<file path="config.mk">
export PLATFORM = sky130hd
export DESIGN_NAME = mpu6050_sequencer
export DESIGN_NICKNAME = d
export VERILOG_FILES = /design/src/rtl/mpu6050_sequencer.sv
export SDC_FILE = /design/constraint.sdc
export NUM_CORES = 1
export LEC_CHECK = 0
export CORE_MARGIN = 5
export CORE_UTILIZATION = 40
export CTS_CLUSTER_SIZE = 14
export DETAILED_ROUTE_END_ITERATION = 12
export GPL_TIMING_DRIVEN = 0
export PLACE_DENSITY = 0.59
export SETUP_SLACK_MARGIN = 0.05
export SLEW_MARGIN = 30
export SYNTH_ARGS = -nofsm -noshare
export SYNTH_HDL_FRONTEND = slang
export SYNTH_SLANG_ARGS = --single-unit
</file>
<file path="constraint.sdc">
create_clock -name clk -period 2.2 [get_ports clk]
set_input_delay 0.55 -clock clk [delete_from_list [all_inputs] [get_ports clk]]
set_output_delay 0.55 -clock clk [all_outputs]
set_load 0.02 [all_outputs]
</file>
<file path="src/rtl/mpu6050_sequencer.sv">
// MPU6050 accelerometer sequencer: wakes the sensor once, then reads ACCEL_XOUT_H..ACCEL_ZOUT_L
// as six single-byte I2C reads every SAMPLE_PERIOD cycles, publishing all three axes together.
module mpu6050_sequencer #(
  parameter logic [6:0] SLAVE_ADDR    = 7'h68,
  parameter int         SAMPLE_PERIOD = 500_000,
  parameter int         TIMEOUT       = 100_000
) (
  input  logic               clk,
  input  logic               rst_n,
  output logic               i2c_enable,
  output logic               i2c_rw,
  output logic [6:0]         i2c_slave_addr,
  output logic [7:0]         i2c_reg_addr,
  output logic [7:0]         i2c_data_wr,
  input  logic [7:0]         i2c_data_rd,
  input  logic               i2c_busy,
  input  logic               i2c_ack_error,
  output logic signed [15:0] accel_x,
  output logic signed [15:0] accel_y,
  output logic signed [15:0] accel_z,
  output logic               sample_valid,
  output logic               init_done,
  output logic               err
);

  localparam int PW = $clog2(SAMPLE_PERIOD + 1);
  localparam int TW = $clog2(TIMEOUT + 1);

  typedef enum logic [2:0] {
    INIT_REQ,
    INIT_WAIT,
    PERIOD_WAIT,
    RD_REQ,
    RD_WAIT,
    PUBLISH
  } state_t;

  state_t               r_state;
  logic [PW-1:0]        r_period;
  logic [TW-1:0]        r_tmo;
  logic                 r_nack;
  logic [2:0]           r_idx;
  logic [47:0]          r_shift;
  logic                 r_enable;
  logic                 r_rw;
  logic [7:0]           r_reg_addr;
  logic [7:0]           r_data_wr;
  logic signed [15:0]   r_ax;
  logic signed [15:0]   r_ay;
  logic signed [15:0]   r_az;
  logic                 r_valid;
  logic                 r_init_done;
  logic                 r_err;

  logic w_wrap;
  logic w_tmo;
  logic w_is_rd;

  assign w_wrap  = (r_period == PW'(SAMPLE_PERIOD - 1));
  assign w_tmo   = (r_tmo == TW'(TIMEOUT - 1));
  assign w_is_rd = (r_state == RD_REQ) || (r_state == RD_WAIT);

  assign i2c_enable     = r_enable;
  assign i2c_rw         = r_rw;
  assign i2c_slave_addr = SLAVE_ADDR;
  assign i2c_reg_addr   = r_reg_addr;
  assign i2c_data_wr    = r_data_wr;
  assign accel_x        = r_ax;
  assign accel_y        = r_ay;
  assign accel_z        = r_az;
  assign sample_valid   = r_valid;
  assign init_done      = r_init_done;
  assign err            = r_err;

  // Free-running cadence counter; wraps that land mid-burst are simply not observed by the FSM.
  always_ff @(posedge clk or negedge rst_n) begin
    if (!rst_n) begin
      r_period <= '0;
    end else if (w_wrap) begin
      r_period <= '0;
    end else begin
      r_period <= r_period + 1'b1;
    end
  end

  always_ff @(posedge clk or negedge rst_n) begin
    if (!rst_n) begin
      r_state     <= INIT_REQ;
      r_tmo       <= '0;
      r_nack      <= 1'b0;
      r_idx       <= '0;
      r_shift     <= '0;
      r_enable    <= 1'b0;
      r_rw        <= 1'b0;
      r_reg_addr  <= '0;
      r_data_wr   <= '0;
      r_ax        <= '0;
      r_ay        <= '0;
      r_az        <= '0;
      r_valid     <= 1'b0;
      r_init_done <= 1'b0;
      r_err       <= 1'b0;
    end else begin
      r_valid <= 1'b0;
      case (r_state)
        INIT_REQ, RD_REQ: begin
          if (w_tmo) begin
            r_enable <= 1'b0;
            r_err    <= 1'b1;
            r_state  <= PERIOD_WAIT;
          end else begin
            r_tmo <= r_tmo + 1'b1;
            // The command is loaded only while the bus is idle so enable never rises onto a busy master.
            if (r_enable && i2c_busy) begin
              r_enable <= 1'b0;
              r_nack   <= i2c_ack_error;
              r_state  <= w_is_rd ? RD_WAIT : INIT_WAIT;
            end else if (!r_enable && !i2c_busy) begin
              r_enable   <= 1'b1;
              r_rw       <= w_is_rd;
              r_reg_addr <= w_is_rd ? (8'h3B + {5'd0, r_idx}) : 8'h6B;
              r_data_wr  <= 8'h00;
            end
          end
        end

        INIT_WAIT, RD_WAIT: begin
          if (!i2c_busy) begin
            r_state <= PERIOD_WAIT;
            if (r_nack) begin
              r_err <= 1'b1;
            end else if (r_state == INIT_WAIT) begin
              r_init_done <= 1'b1;
            end else begin
              r_shift <= {r_shift[39:0], i2c_data_rd};
              if (r_idx == 3'd5) begin
                r_state <= PUBLISH;
              end else begin
                r_idx   <= r_idx + 1'b1;
                r_tmo   <= '0;
                r_nack  <= 1'b0;
                r_state <= RD_REQ;
              end
            end
          end else if (w_tmo) begin
            r_err   <= 1'b1;
            r_state <= PERIOD_WAIT;
          end else begin
            r_tmo  <= r_tmo + 1'b1;
            r_nack <= r_nack | i2c_ack_error;
          end
        end

        PERIOD_WAIT: begin
          if (w_wrap) begin
            r_tmo   <= '0;
            r_nack  <= 1'b0;
            r_idx   <= '0;
            r_state <= r_init_done ? RD_REQ : INIT_REQ;
          end
        end

        PUBLISH: begin
          // Oldest byte (ACCEL_XOUT_H) has been shifted to the top of the 48-bit window.
          r_ax    <= $signed(r_shift[47:32]);
          r_ay    <= $signed(r_shift[31:16]);
          r_az    <= $signed(r_shift[15:0]);
          r_valid <= 1'b1;
          r_state <= PERIOD_WAIT;
        end

        default: begin
          r_enable <= 1'b0;
          r_state  <= INIT_REQ;
        end
      endcase
    end
  end

endmodule

</file>
# After elaboration in Yosys (flattened, before gate mapping)
# Index checks and enable logic that the tools add are counted.
# op_classes
n_addsub	4
n_eq_ne	23
muxes	42
n_bitwise	7
reduce_logical	21
# op_table
cell	n
$mux 17	6
$pmux 17 s3	1
$mux 3	14
$ne 3x3->1 const B	7
$add 19x1->19 const B	1
$eq 19x19->1 const B	1
$mux 19	1
$add 17x1->17 const B	1
$eq 17x17->1 const B	1
$ne 2x2->1 const B	7
$mux 1	13
$pmux 3 s4	1
$reduce_and 4->1	3
$reduce_and 5->1	2
$eq 3x3->1 const B	3
$add 6x3->7 const A	1
$mux 7	1
$eq 3x2->1 const B	2
$not 1->1	6
$pmux 3 s2	1
$reduce_and 6->1	1
$ne 4x4->1 const B	1
$pmux 1 s2	2
$reduce_and 2->1	2
14 further kinds	18
# word_totals
ff_bits	152
in_bits	12
output_inout_bits	76
wordCells	112

# Depth between registers and ports, before layout
# Gate-level depths: netlist of the first run.
# depth
ltp_word	6
mapped_depth	8

# Worst setup path after synthesis of the first run
# OpenSTA, ideal clock, no wires.
# synth_path
path_kind	input to register
from	input i2c_busy
to	register r_state[0]
setup_ns	0.125
arrival_time_ns	1.913
required_ns	2.075
slack_ns	0.163
stages	6
path_cell_list	buf_2 or3b_1 o221ai_2 a31oi_1 a2bb2oi_1 mux2_2
# synth_via
elab_chain_len	3
word_cells_on_any_way	6
classes_between	2 x eq/ne; 2 x mux; 2 x reduce/logical
# synth_lines
element	line	text
start: declaration	16	input logic i2c_busy,
$logic_and 1x1->1	114	if (r_enable && i2c_busy) begin
$ne 3x3->1 (no source line)	--	
$reduce_and 3->1 (no source line)	--	
end signal: assignment	117	r_state <= w_is_rd ? RD_WAIT : INIT_WAIT;
end signal: assignment	159	r_state <= r_init_done ? RD_REQ : INIT_REQ;
end: declaration	38	state_t r_state;
# Parallel ways exist; a longest one is shown, timed or not.
# A chain may end at the register's enable or synchronous reset.

# Final worst setup path of the first run
# layout_path
from	register r_tmo[6]
to	register r_state[0]
# layout_via
elab_chain_len	3
word_cells_on_any_way	6
classes_between	3 x eq/ne; 2 x mux; 1 x reduce/logical
# layout_lines
element	line	text
start: declaration	40	logic [TW-1:0] r_tmo;
start signal: assignment	112	r_tmo <= r_tmo + 1'b1;
start signal: assignment	149	r_tmo <= r_tmo + 1'b1;
$eq 17x17->1 *	60	assign w_tmo = (r_tmo == TW'(TIMEOUT - 1));
$mux 3 or $ne 3x3->1 (tied branches)	--	
$pmux 3 s4 or $reduce_and 3->1 (tied branches)	--	
# Mark *: on every way between the ends. The rest lies on a longest branch, timed or not.

==> results of run 1 <==
[sequential cells by signal, summed over array words and instances, names as in the netlist, 3 cells and up]
signal,cells
accel_x,16
accel_y,16
accel_z,16
i2c_reg_addr,6
r_idx,3
r_period,19
r_shift,48
r_state,3
r_tmo,17
[report_power, final]
group	internal [W]	total, W	switching, W
Clock	0.00162	0.00282	0.00120
Sequential	0.00276	0.00276	0
Combinational	0.0000420	0.000129	0.0000867
[through the flow]
| step | utilization | instances | hold WS, ps | power, W |
|---|---|---|---|---|
| CTS | 0.505 | 882 | 115 | 0.00578 |
| global placement | 0.467 | 849 | 461 | 0.00293 |
| floorplan | - | 559 | 254 | 0.00286 |
| detailed placement | 0.469 | 850 | 472 | 0.00294 |
| global route | 0.512 | 887 | 123 | 0.00591 |
| finish | 0.512 | 887 | 87.5 | 0.00571 |
[cell families (layout without fill, tap and decap cells)]
group | count (synthesis) | count (layout) | synth area share
other cells | 2 | 16 | 0.00113
xor+xnor | 16 | 16 | 0.0210
flops | 150 | 150 | 0.563
simple gates | 123 | 123 | 0.102
fa+ha+maj | 6 | 6 | 0.0113
buf+inv | 57 | 165 | 0.0449
mux | 101 | 101 | 0.170
compound gates | 90 | 90 | 0.0863
[cell type report]
| class | instances | area, um2 | share of cell area |
|---|---|---|---|
| sequential | 150 | 3760 | 0.446 |
| buffer | 44 | 259 | 0.0307 |
| clock inverter | 14 | 138 | 0.0163 |
| inverter | 12 | 48.8 | 0.00579 |
| timing repair buffer | 77 | 781 | 0.0927 |
| tap | 220 | 275 | 0.0327 |
| clock buffer | 18 | 439 | 0.0521 |
| multi-input combinational | 352 | 2730 | 0.324 |
[critical path: stages, from the launching register on]
cell       delay (ps)
dfrtp_1           430
nor4bb_1          490
nand4_1           350
a2bb2oi_1         360
mux2_2            370
[worst max path at each step]
stage | startpoint | to | slack, ps | cells past startpoint
6_report | r_tmo[6] | r_state[0] | 80 | 4
5_1_grt | r_period[12] | r_tmo[12] | 4 | 5
4_1_cts | r_state[2] | r_state[0] | 50 | 6
3_5_place_dp | i2c_busy | r_state[0] | -140 | 6
3_3_place_gp | rst_n | accel_y[13] | -5360 | 1
2_1_floorplan | i2c_busy | r_state[0] | 160 | 6
[cells in the final DEF (no fill, tap or decap), types with 3 or more instances in the layout]
cell and n:
nand4_1 14, clkbuf_1 6, a21o_1 4, nand2_1 28
xor2_1 8, buf_4 24, and4_1 6, o31ai_1 10
conb_1 16, dfrtp_2 5, and3_1 4, dfrtp_1 145
nor3_1 9, mux2_2 97, nand3_1 14, inv_1 11
a21oi_1 17, nor2b_1 5, a31oi_1 4, nor2_1 23
mux2i_1 4, ha_1 5, clkdlybuf4s50_1 68, inv_6 7
o21ai_0 29, buf_2 16, a41oi_1 3, and2_1 4
o22a_1 3, xnor2_1 8, clkbuf_16 17
[metal layers]
| metal | track usage | up-vias |
|---|---|---|
| li1 | - | 2158 |
| met1 | 0.202 | 2253 |
| met2 | 0.235 | 138 |
| met3 | 0.0462 | 10 |
| met4 | 0.0453 | 0 |
| met5 | 0 | - |
[repair_timing]
action                     4_1_cts  5_1_grt
resized for setup                3       25
setup buffers                    0        6
setup endpoints to repair       11       42
pin swaps                        0        7
==> impl_metrics.env, run 1 <==
export IMPL_status="finished, final reports clean"
export IMPL_route_met3_wl_um=827
export IMPL_htree_levels=4
export IMPL_ff2ff_path_depth=4
export IMPL_vdd_drop_max_mv=0.546
export IMPL_post_route_period_util=0.962
export IMPL_ios=88
export IMPL_crit_type="flop to flop"
export IMPL_die_area_um2=19300
export IMPL_wl_met2_um=6920
export IMPL_grt_pass1_vias=4561
export IMPL_antenna_left=0
export IMPL_period_minus_slack_ps=2120
export IMPL_fin_skew_ps=14.5
export IMPL_ys_flop_type="dfrtp_1"
export IMPL_critPathArrivalTime_ps=2420
export IMPL_routabilityCongestion=0.865
export IMPL_clk_pin_slew_ps=60
export IMPL_firstDrtPassIters=5
export IMPL_post_route_drc_count=0
export IMPL_drive_gt1_frac=0.294
export IMPL_topRoutingLayerUsed="met4"
export IMPL_ys_ff_latch=150
export IMPL_power_leakage_nw=3.98
export IMPL_cts_tree="yes"
export IMPL_yosysTopAreaCellShare=0.563
export IMPL_die_x_um=139
export IMPL_reg2reg_to="r_state[0]"
export IMPL_synth_area_top_cells="dfrtp_1 56%, mux2_2 16%, o21ai_0 2.3%, buf_4 1.9%, nand2_1 1.6%"
export IMPL_dr_total_vias=4559
export IMPL_yosysWarnings=0
export IMPL_finalMaxSlewViolations=0
export IMPL_fmax_mhz=472
export IMPL_synth_edf_count=0
export IMPL_ys_top_cells_by_count="150 x dfrtp_1, 97 x mux2_2, 30 x o21ai_0"
export IMPL_finalWirelength_um=14400
export IMPL_area_growth_pct=26.4
export IMPL_dpl_cell_area_um2=7730
export IMPL_postCtsHoldBufs=0
export IMPL_finalSetupViolCount=0
export IMPL_die_y_um=139
export IMPL_grt_max_degree=80
export IMPL_yosysSeqAreaShare=0.563
export IMPL_hpwl_um=9770
export IMPL_vias_per_cell=5.14
export IMPL_fin_nets=672
export IMPL_antenna_found_initial=0
export IMPL_design_area_um2=8430
export IMPL_dr_first_iter_drc_count=340
export IMPL_r2r_setup_slack_ps=80
export IMPL_slew_headroom=0.530
export IMPL_postSynthAreaPerCell_um2=12.2
export IMPL_nFillCells=1418
export IMPL_powerDensity_nw_per_um2=677
export IMPL_worstMarginPinSlew_ps=706
export IMPL_initial_utilization=0.405
export IMPL_synth_top_area_cell="dfrtp_1"
export IMPL_place_ws_ps=-138
export IMPL_syn_inst=545
export IMPL_clk_root_buffer_cell="clkbuf_16"
export IMPL_rows=47
export IMPL_wl_per_cell_um=16.2
export IMPL_clkLatencyLatePin_ps=430
export IMPL_cap_violations=0
export IMPL_hp_class="primary input to asynchronous set/reset pin"
export IMPL_finalHoldViolations=0
export IMPL_port_buffers=70
export IMPL_cp_max_fo=6
export IMPL_overflow=0
export IMPL_start_kind="flop"
export IMPL_diodes=0
export IMPL_cp_required_ps=2500
export IMPL_met1_length_um=6450
export IMPL_syn_area_um2=6670
export IMPL_cts_sinks=150
export IMPL_core_area_um2=16500
export IMPL_setup_tns_ps=0
export IMPL_cts_buffer_depth=2
export IMPL_grt_pass1_wl_um=23800
export IMPL_ys_types=50
export IMPL_grt_setup_unrepaired="yes"
export IMPL_worst_slack_ps=82.7
export IMPL_synth_most_common_cell="dfrtp_1"
export IMPL_r2r_start="r_tmo[6]"
export IMPL_async_flop_share=1.00
export IMPL_end_kind="flop"
export IMPL_track_usage=0.150
export IMPL_numCtsBuffers=17
No activity file was read; power rests on OpenSTA's default activity.
==> run 2, diff against run 1 <==
--- a/config.mk
+++ b/config.mk
@@ -5,6 +5,7 @@
 export SDC_FILE = /design/constraint.sdc
 export NUM_CORES = 1
 export LEC_CHECK = 0
+export CAP_MARGIN = 0
 export CORE_MARGIN = 5
 export CORE_UTILIZATION = 40
 export CTS_CLUSTER_SIZE = 14
==> results of run 2 <==
No change in the layout: final DEF, timing and power equal those of run 1.
==> variant (settings of run 2) <==
The parameter `TIMEOUT` goes from 100_000 to 200_000.
--- a/src/rtl/mpu6050_sequencer.sv
+++ b/src/rtl/mpu6050_sequencer.sv
@@ -4,5 +4,5 @@
   parameter logic [6:0] SLAVE_ADDR    = 7'h68,
   parameter int         SAMPLE_PERIOD = 500_000,
-  parameter int         TIMEOUT       = 100_000
+  parameter int         TIMEOUT       = 200_000
 ) (
   input  logic               clk,
Behaviour: same outputs for any inputs over 4 cycles, from zero or initial values and one cycle with rst_n low; that may be too few to reach the edited logic, so the function may still have changed.
==> variant against run 2 <==
- the flow now finishes with violations (negative setup slack)
- die area rose by 2.1%
- worst setup slack got worse by 0.14 ns
- synthesized area rose by 2.3%
- sequential share of layout area fell by 1.9 points
- cell area rose by 5.1%
- first-iteration DRC count fell by 0.59%
- sequential cell count rose by 1
- routed wire length rose by 11%
- critical endpoint is now r_tmo[14]$_DFFE_PN0P_
Power is not compared: it rests on default switching activity, and its combinational part moved more than twofold at a synthesized area within 25%.
==> variant: results (changes against run 2) <==
Crit-path max FO - 5 (-1)
Violated checks - negative setup slack
CP max-delay cell - or4bb_4
All-layer global routing usage - 16.5% (+1.5 points)
First-pass GRT wire length - 26400 µm (+11%)
Post-synthesis adder-cell area fraction - 1.10% (-0.025 points)
HPWL Detailed - 10900 µm (+11%)
Pre-Repair DR Iteration Count - 4 (-1)
Reg2reg path depth - 7 (+3)
Cell variety after synth - 63 (+26%)
Worst path max stage delay - 0.56 ns (+0.07 ns)
Vias in the first global route - 5200 (+14%)
Worst hold slack - 0.0517 ns (-0.0358 ns)
Routability Congestion - 0.850 (-1.7%)
Synth area leaders - dfrtp_1 55%, nand2_1 9.1%, mux2_2 8.3%
Post-Place Worst Slack - -0.484 ns (-0.345 ns)
Port Buffers - 71 (+1.4%)
Drt initial violations - 338 (-0.59%)
Biggest regs - r_shift x48, r_period x19, r_tmo x18
Setup TNS - -0.237 ns (-0.237 ns)
Post-synth top cells - 166 x nand2_1, 151 x dfrtp_1, 50 x mux2_2, 23 x clkbuf_1, 23 x nor2_1
Setup crit end - r_tmo[14]$_DFFE_PN0P_
IR drop worst, VDD - 0.662 mV
Synth Area in XOR/XNOR - 2.18% (+0.082 points)
Chip width - 141 µm (+1.0%)
Finished Layout Cells - 1010 (+14%)
Synth Area in Compound Gates - 9.09% (+0.45 points)
Layout cell share with drive strength beyond 1 - 21.6% (-7.7 points)
Worst slew pin tran - 0.542 ns (-0.164 ns)
DR vias/cell - 5.11 (-0.49%)
PnR worst setup slack - -0.0612 ns (-0.144 ns)
DP Area - 0.00789 mm² (+2.1%)
Final setup viols - 11 (+11)
Clock root cell - clkbuf_16
Setup crit start - r_period[5]$_DFF_PN0_
WL final - 16000 µm (+11%)
Clock Skews - 0.0117 ns (-0.00278 ns)
Mux share of post-synthesis cell area - 8.55% (-8.4 points)
Placed cells - 965 (+14%)
Post-synthesis cell count - 659 (+21%)
Status - finished with violations
Worst endpoint data arrival time - 2.61 ns (+0.19 ns)
## variant: cell types whose count changed after synthesis, moves of 8 or more
| cell | delta |
|---|---|
| o21ai_0 | -13 |
| nand2_1 | +138 |
| buf_2 | -15 |
| clkbuf_1 | +14 |
| or3_1 | +8 |
| mux2_2 | -47 |
## variant: cell families (layout without fill, tap and decap cells)
family | after synthesis | count (layout)
simple gates | 276 | 276
flops | 151 | 151
compound gates | 91 | 91
buf+inv | 64 | 181
mux | 52 | 52
xor+xnor | 17 | 17
fa+ha+maj | 6 | 6
other cells | 2 | 16
## variant: power groups by stage
stage	clock, mW	sequential [mW]	combinational, mW
floorplan	0	4.23	1.73
global placement	0	4.03	3.13
detailed placement	0	4.04	3.19
CTS	2.97	4.01	3.34
global route	3.11	4.14	3.86
finish	2.90	4.05	3.54
## variant: what timing repair did
| item | CTS | global route |
|---|---|---|
| pin swaps | 3 | 17 |
| endpoints found under the setup margin | 108 | 75 |
| resized for setup | 35 | 42 |
| buffers inserted | 6 | 8 |
| gates cloned | 0 | 2 |
## variant: metal layers
metal  up-vias  routed length, µm  track usage (%)
met5         -                  0                0
met2       137               7610             25.5
met4         0                240             5.15
li1       2492                  -                -
met3        18                869             5.93
met1      2519               7240             21.7
## variant: layout make-up
cell class                      count  area, µm²
Multi-Input combinational cell    458       2950
Timing Repair Buffer               88        883
Sequential cell                   151       3780
Fill cell                        1492       7790
Buffer                             47        317
Tap cell                          220        275
Clock inverter                     12        128
Clock buffer                       20        467
Inverter                           14       56.3
## variant: worst register-to-register path, stage by stage, from the launching register on
cell,delay (ns)
dfrtp_2,0.43
or4bb_4,0.56
nor4_4,0.22
buf_4,0.18
a21boi_4,0.09
buf_6,0.15
or4_4,0.42
a21oi_2,0.14
